--- config.mk ---
export PLATFORM = sky130hd
export DESIGN_NAME = sample_mem_ctrl
export DESIGN_NICKNAME = d
export VERILOG_FILES = /design/src/rtl/sample_mem_ctrl.sv
export SDC_FILE = /design/constraint.sdc
export NUM_CORES = 1
export LEC_CHECK = 0
export CAP_MARGIN = 20
export CORE_MARGIN = 3
export CORE_UTILIZATION = 40
export DETAILED_ROUTE_END_ITERATION = 8
export GPL_TIMING_DRIVEN = 0
export HOLD_SLACK_MARGIN = 0.02
export PLACE_DENSITY = 0.82
export REMOVE_ABC_BUFFERS = 1
export SYNTH_ARGS = -nofsm -noshare
export SYNTH_HDL_FRONTEND = slang
export SYNTH_SLANG_ARGS = --single-unit
export TNS_END_PERCENT = 50
--- constraint.sdc ---
create_clock -name clk_i -period 2.8 [get_ports clk_i]
set_input_delay 0.56 -clock clk_i [delete_from_list [all_inputs] [get_ports clk_i]]
set_output_delay 0.56 -clock clk_i [all_outputs]
set_load 0.01 [all_outputs]
--- src/rtl/sample_mem_ctrl.sv ---
// rtl/sample_mem_ctrl.sv - triggered sample capture into a ring RAM with newest-first readout
// Strobed samples fill the ring until a trigger plus post-trigger delay, then the tail is streamed out.
module sample_mem_ctrl #(
    parameter int WIDTH = 32,
    parameter int DEPTH = 5
) (
    input  logic             clk_i,
    input  logic             rst_i,
    input  logic             run_i,
    input  logic             stb_i,
    input  logic [WIDTH-1:0] smpl_i,
    input  logic             trg_i,
    input  logic [15:0]      dly_cnt_i,
    input  logic [15:0]      rd_cnt_i,
    output logic             mem_en_o,
    output logic             mem_we_o,
    output logic [DEPTH-1:0] mem_addr_o,
    output logic [WIDTH-1:0] mem_d_o,
    input  logic [WIDTH-1:0] mem_q_i,
    output logic [WIDTH-1:0] tx_data_o,
    output logic             tx_valid_o,
    input  logic             tx_ready_i,
    output logic             busy_o,
    output logic             done_o
);

    localparam int CAP = 1 << DEPTH;

    typedef enum logic [2:0] {
        S_IDLE,
        S_ARMED,
        S_DELAY,
        S_RD_REQ,
        S_RD_WAIT,
        S_SEND
    } state_t;

    state_t           state_q, state_d;
    logic [DEPTH-1:0] wr_ptr_q, wr_ptr_d;
    logic [DEPTH-1:0] rd_ptr_q, rd_ptr_d;
    logic [DEPTH:0]   rem_q, rem_d;
    logic [15:0]      post_q, post_d;
    logic [WIDTH-1:0] tx_data_q, tx_data_d;
    logic             done_q, done_d;
    logic [DEPTH:0]   rd_cap;

    // Readout length is clamped to the ring capacity.
    always_comb begin
        rd_cap = rd_cnt_i[DEPTH:0];
        if (rd_cnt_i >= 16'(CAP)) begin
            rd_cap = (DEPTH+1)'(CAP);
        end
    end

    always_comb begin
        state_d    = state_q;
        wr_ptr_d   = wr_ptr_q;
        rd_ptr_d   = rd_ptr_q;
        rem_d      = rem_q;
        post_d     = post_q;
        tx_data_d  = tx_data_q;
        done_d     = 1'b0;
        mem_en_o   = 1'b0;
        mem_we_o   = 1'b0;
        mem_addr_o = '0;
        mem_d_o    = '0;

        case (state_q)
            S_IDLE: begin
                if (run_i) begin
                    state_d  = S_ARMED;
                    wr_ptr_d = '0;
                end
            end
            S_ARMED: begin
                if (stb_i) begin
                    mem_en_o   = 1'b1;
                    mem_we_o   = 1'b1;
                    mem_addr_o = wr_ptr_q;
                    mem_d_o    = smpl_i;
                    wr_ptr_d   = wr_ptr_q + DEPTH'(1);
                end
                if (trg_i) begin
                    state_d = S_DELAY;
                    post_d  = stb_i ? 16'd1 : 16'd0;
                end
            end
            S_DELAY: begin
                if (stb_i) begin
                    mem_en_o   = 1'b1;
                    mem_we_o   = 1'b1;
                    mem_addr_o = wr_ptr_q;
                    mem_d_o    = smpl_i;
                    wr_ptr_d   = wr_ptr_q + DEPTH'(1);
                    if (post_q != 16'hFFFF) begin
                        post_d = post_q + 16'd1;
                    end
                end
                // Exit decision uses the registered count; a same-cycle strobe still lands in the ring.
                if (post_q >= dly_cnt_i) begin
                    rd_ptr_d = wr_ptr_d - DEPTH'(1);
                    rem_d    = rd_cap;
                    if (rd_cap == '0) begin
                        state_d = S_IDLE;
                        done_d  = 1'b1;
                    end else begin
                        state_d = S_RD_REQ;
                    end
                end
            end
            S_RD_REQ: begin
                mem_en_o   = 1'b1;
                mem_addr_o = rd_ptr_q;
                state_d    = S_RD_WAIT;
            end
            S_RD_WAIT: begin
                tx_data_d = mem_q_i;
                state_d   = S_SEND;
            end
            S_SEND: begin
                if (tx_ready_i) begin
                    rd_ptr_d = rd_ptr_q - DEPTH'(1);
                    rem_d    = rem_q - (DEPTH+1)'(1);
                    if (rem_q == (DEPTH+1)'(1)) begin
                        state_d = S_IDLE;
                        done_d  = 1'b1;
                    end else begin
                        state_d = S_RD_REQ;
                    end
                end
            end
            default: begin
                state_d = S_IDLE;
            end
        endcase
    end

    always_ff @(posedge clk_i) begin
        if (rst_i) begin
            state_q   <= S_IDLE;
            wr_ptr_q  <= '0;
            rd_ptr_q  <= '0;
            rem_q     <= '0;
            post_q    <= '0;
            tx_data_q <= '0;
            done_q    <= 1'b0;
        end else begin
            state_q   <= state_d;
            wr_ptr_q  <= wr_ptr_d;
            rd_ptr_q  <= rd_ptr_d;
            rem_q     <= rem_d;
            post_q    <= post_d;
            tx_data_q <= tx_data_d;
            done_q    <= done_d;
        end
    end

    assign tx_data_o  = tx_data_q;
    assign tx_valid_o = (state_q == S_SEND);
    assign busy_o     = (state_q != S_IDLE);
    assign done_o     = done_q;

endmodule

==> impl_metrics.tcl <==
set metrics [dict create \
    antenna_found_initial 0 \
    synth_top_area_share_pct 35.3 \
    fin_cells 810 \
    hpwl_um 8860 \
    cts_max_level 3 \
    drt_pass1_iterations 4 \
    whs_endpoint "tx_data_o[4]" \
    crit_arrival_ns 2.19 \
    cp-start-kind "flop" \
    path_buf_inv 3 \
    ys_top_cells_by_area "dfxtp_1 35%, nand2_1 9.1%, a21oi_1 7.8%" \
    grt_pass1_wl_um 19300 \
    maxSlewHeadroom_pct 44.5 \
    antenna_cells 0 \
    r2r_cells 11 \
    maxCapViolCount 0 \
    drc 0 \
    dieArea_um2 10900 \
    wl_per_cell_um 14.7 \
    routed_wl_um 11900 \
    critPathRequiredTime_ns 2.24 \
    vias 4306 \
    ant_nets 0 \
    first_iter_violations 240 \
    grt_usage_pct 20.9 \
    clk_root_buffer_cell "clkbuf_8" \
    syn_area_um2 3860 \
    clk_pin_slew_ns 0.07 \
    die_w_um 104 \
    utilization_pct 64.7 \
    async_reset_ff_share_pct 0 \
    cts_tree "yes" \
    min_path_cells 2 \
    regArea_um2 1370 \
    setup.worst_path.class "flop to output pin" \
    slowest_delay_ns 0.55 \
    endpoint_kind "output pin" \
    finalMaxSlewViolations 0 \
    skew_ns 0.00739 \
    p_total_w 0.00352 \
    finalWeightedCongestion 0.807 \
    crit_path_start "state_q[0]" \
    worstMarginPinSlew_ns 0.825 \
    grt_max_degree 43 \
    synth_enable_flop_cells 0 \
    clock_path_buffers 2 \
    drt-vias-per-instance 5.32 \
    die_h_um 104 \
    ys.warnings.count 0 \
    fin_ws_ns 0.0486 \
    crit_path_max_fanout 18 \
    ioPinCount 176 \
    fill_cells 804 \
    core_area_um2 9330 \
    synthFlopType "dfxtp_1" \
    grt_overflow 0 \
    clkLatencyLatePin_ns 0.34 \
    synth_top_area_cell "dfxtp_1" \
    syn2layout_area_growth_pct 56.4 \
    power.density_nw_per_um2 584 \
    cp_top_family "buffers and inverters" \
    cts_hold_buf 0 \
    p_leak_nw 2.40 \
    initial_core_util_pct 41.4 \
    netlist_instances 515 \
    syn_avg_cell_area_um2 7.50 \
    grt_pass1_vias 4106 \
    synth_seq_cells 68 \
    post-route-min-period_ns 2.75 \
    drive_above_1_share_pct 6.17 \
    dpl.cell_count 789 \
    hp-start "tx_data_o[4]" \
    ff2ff_setup_slack_ns 0.21 \
    fp-row-count 35 \
    cpMaxStageDelayCell "clkdlybuf4s50_1" \
    hold_violations 0 \
    crit_chain "nand2b_4, a21oi_4, buf_4, buf_12, and3_1, clkdlybuf4s50_1" \
    cts_made_buffers 9 \
    port_buffers 175 \
    multi_input_area_um2 2340 \
    period_share_pct 98.3 \
    r2r_start "state_q[2]" \
    ys_types 50 \
    clock_sinks 68 \
    dp_slack_ns -0.945 \
    fin_nets 801 \
    seq_area_frac_synth_pct 35.3 \
    setup_viol 0 \
    peakVddDrop_uv 308 \
    status "finished clean" \
    rr_endpoint "rd_ptr_q[4]" \
    fmax_mhz 363 \
    hold_class "flop to flop" \
]
-- what timing repair did --
action,in CTS,in global routing
pin swaps,1,1
resized for setup,10,11
buffers inserted,1,2
cloned,0,1
endpoints found under the setup margin,43,47
-- layout by cell type, fill, tap and decap left out, types with 4 or more instances in the layout --
master,Yosys,final
a211oi_1,4,4
a21oi_1,60,59
a22o_1,5,5
a22oi_1,4,4
a31oi_1,4,4
and2_1,5,4
and3_1,36,36
and4_1,4,4
clkbuf_8,0,10
clkdlybuf4s50_1,0,173
dfxtp_1,68,65
ha_1,22,22
inv_1,20,20
nand2_1,94,93
nand3_1,9,8
nand4_1,7,7
nor2_1,45,45
nor3_1,13,13
nor4_1,5,5
o21ai_0,10,10
o21ai_1,9,8
or2_1,5,5
xor2_1,13,13
-- power breakdown --
group | switching (W) | internal, W
clock | 0.000358 | 0.000521
sequential | 0.0000953 | 0.00103
combinational | 0.000718 | 0.000798
-- worst reg2reg max path: cells and delay by family (launching register included) --
family	cells	cell delay, ns
and+or+nand+nor	5	0.72
DFF	1	0.58
AOI/OAI and AO/OA	3	0.32
muxes	1	0.30
adders and majority gates	1	0.29
buffers and inverters	1	0.27
-- logic make-up (layout without fill, tap and decap cells) --
group,after synthesis,count (layout),synth area share [%]
adder cells (fa/ha/maj),22,22,7.13
flip-flops,68,68,35.3
XOR/XNOR,16,16,3.63
multiplexers,4,4,1.10
AND/OR/NAND/NOR,238,238,29.6
AO/OA/AOI/OAI,113,113,17.8
buffers and inverters,54,220,5.51
-- worst max-delay path by stage --
stage               endpoint  slack (ns)  cells after the start
2_1_floorplan  mem_addr_o[1]       -0.07                      4
3_3_place_gp   mem_addr_o[2]       -1.14                      5
3_5_place_dp     rd_ptr_q[4]       -0.94                     12
4_1_cts        mem_addr_o[2]        0.02                      4
5_1_grt          mem_d_o[21]       -0.03                      6
6_report         mem_d_o[14]        0.05                      6
-- sequential cells by signal, summed over array words and instances (netlist names) --
register,flops
wr_ptr_q,5
rem_q,6
state_q,3
done_o,1
post_q,16
rd_ptr_q,5
tx_data_o,32
-- layer usage --
metal	global-route usage, %	share of wire, %	vias to the layer above
li1	-	-	2111
met1	24.1	40	2026
met2	38.5	53	157
met3	4.59	6.2	12
met4	5.79	1.2	0
met5	0	0	-
-- synth_stat cells, types with 2 or more instances --
library cell / n
nand2_1: 94
dfxtp_1: 68
a21oi_1: 60
nor2_1: 45
and3_1: 36
clkbuf_1: 26
ha_1: 22
inv_1: 20
nor3_1: 13
xor2_1: 13
o21ai_0: 10
nand3_1: 9
o21ai_1: 9
nand4_1: 7
a22o_1: 5
and2_1: 5
nor4_1: 5
or2_1: 5
a211oi_1: 4
a22oi_1: 4
a31oi_1: 4
and4_1: 4
nand2b_1: 4
a21o_1: 3
a311oi_1: 3
buf_1: 3
nor2b_1: 3
or3_1: 3
xnor2_1: 3
buf_2: 2
inv_2: 2
mux2_2: 2
mux2i_1: 2
-- through the flow --
stage	hold WS, ns	instance area [um^2]	setup TNS (ns)
2_1_floorplan	0.452	3730	-0.335
3_3_place_gp	0.441	5640	-43.92
3_5_place_dp	0.448	5680	-22.72
4_1_cts	0.457	5920	0
5_1_grt	0.477	6040	-0.105
6_report	0.457	6040	0
-- area by class of cell --
class / instances / share of cell area [%]
multi-input cells: 393 / 38.7
repair buffers: 183 / 31.0
well taps: 129 / 2.67
clock buffers: 11 / 2.34
clock inverters: 4 / 1.22
inverters: 22 / 1.41
flip-flops and latches: 68 / 22.6
No activity file was read; power rests on OpenSTA's default activity.
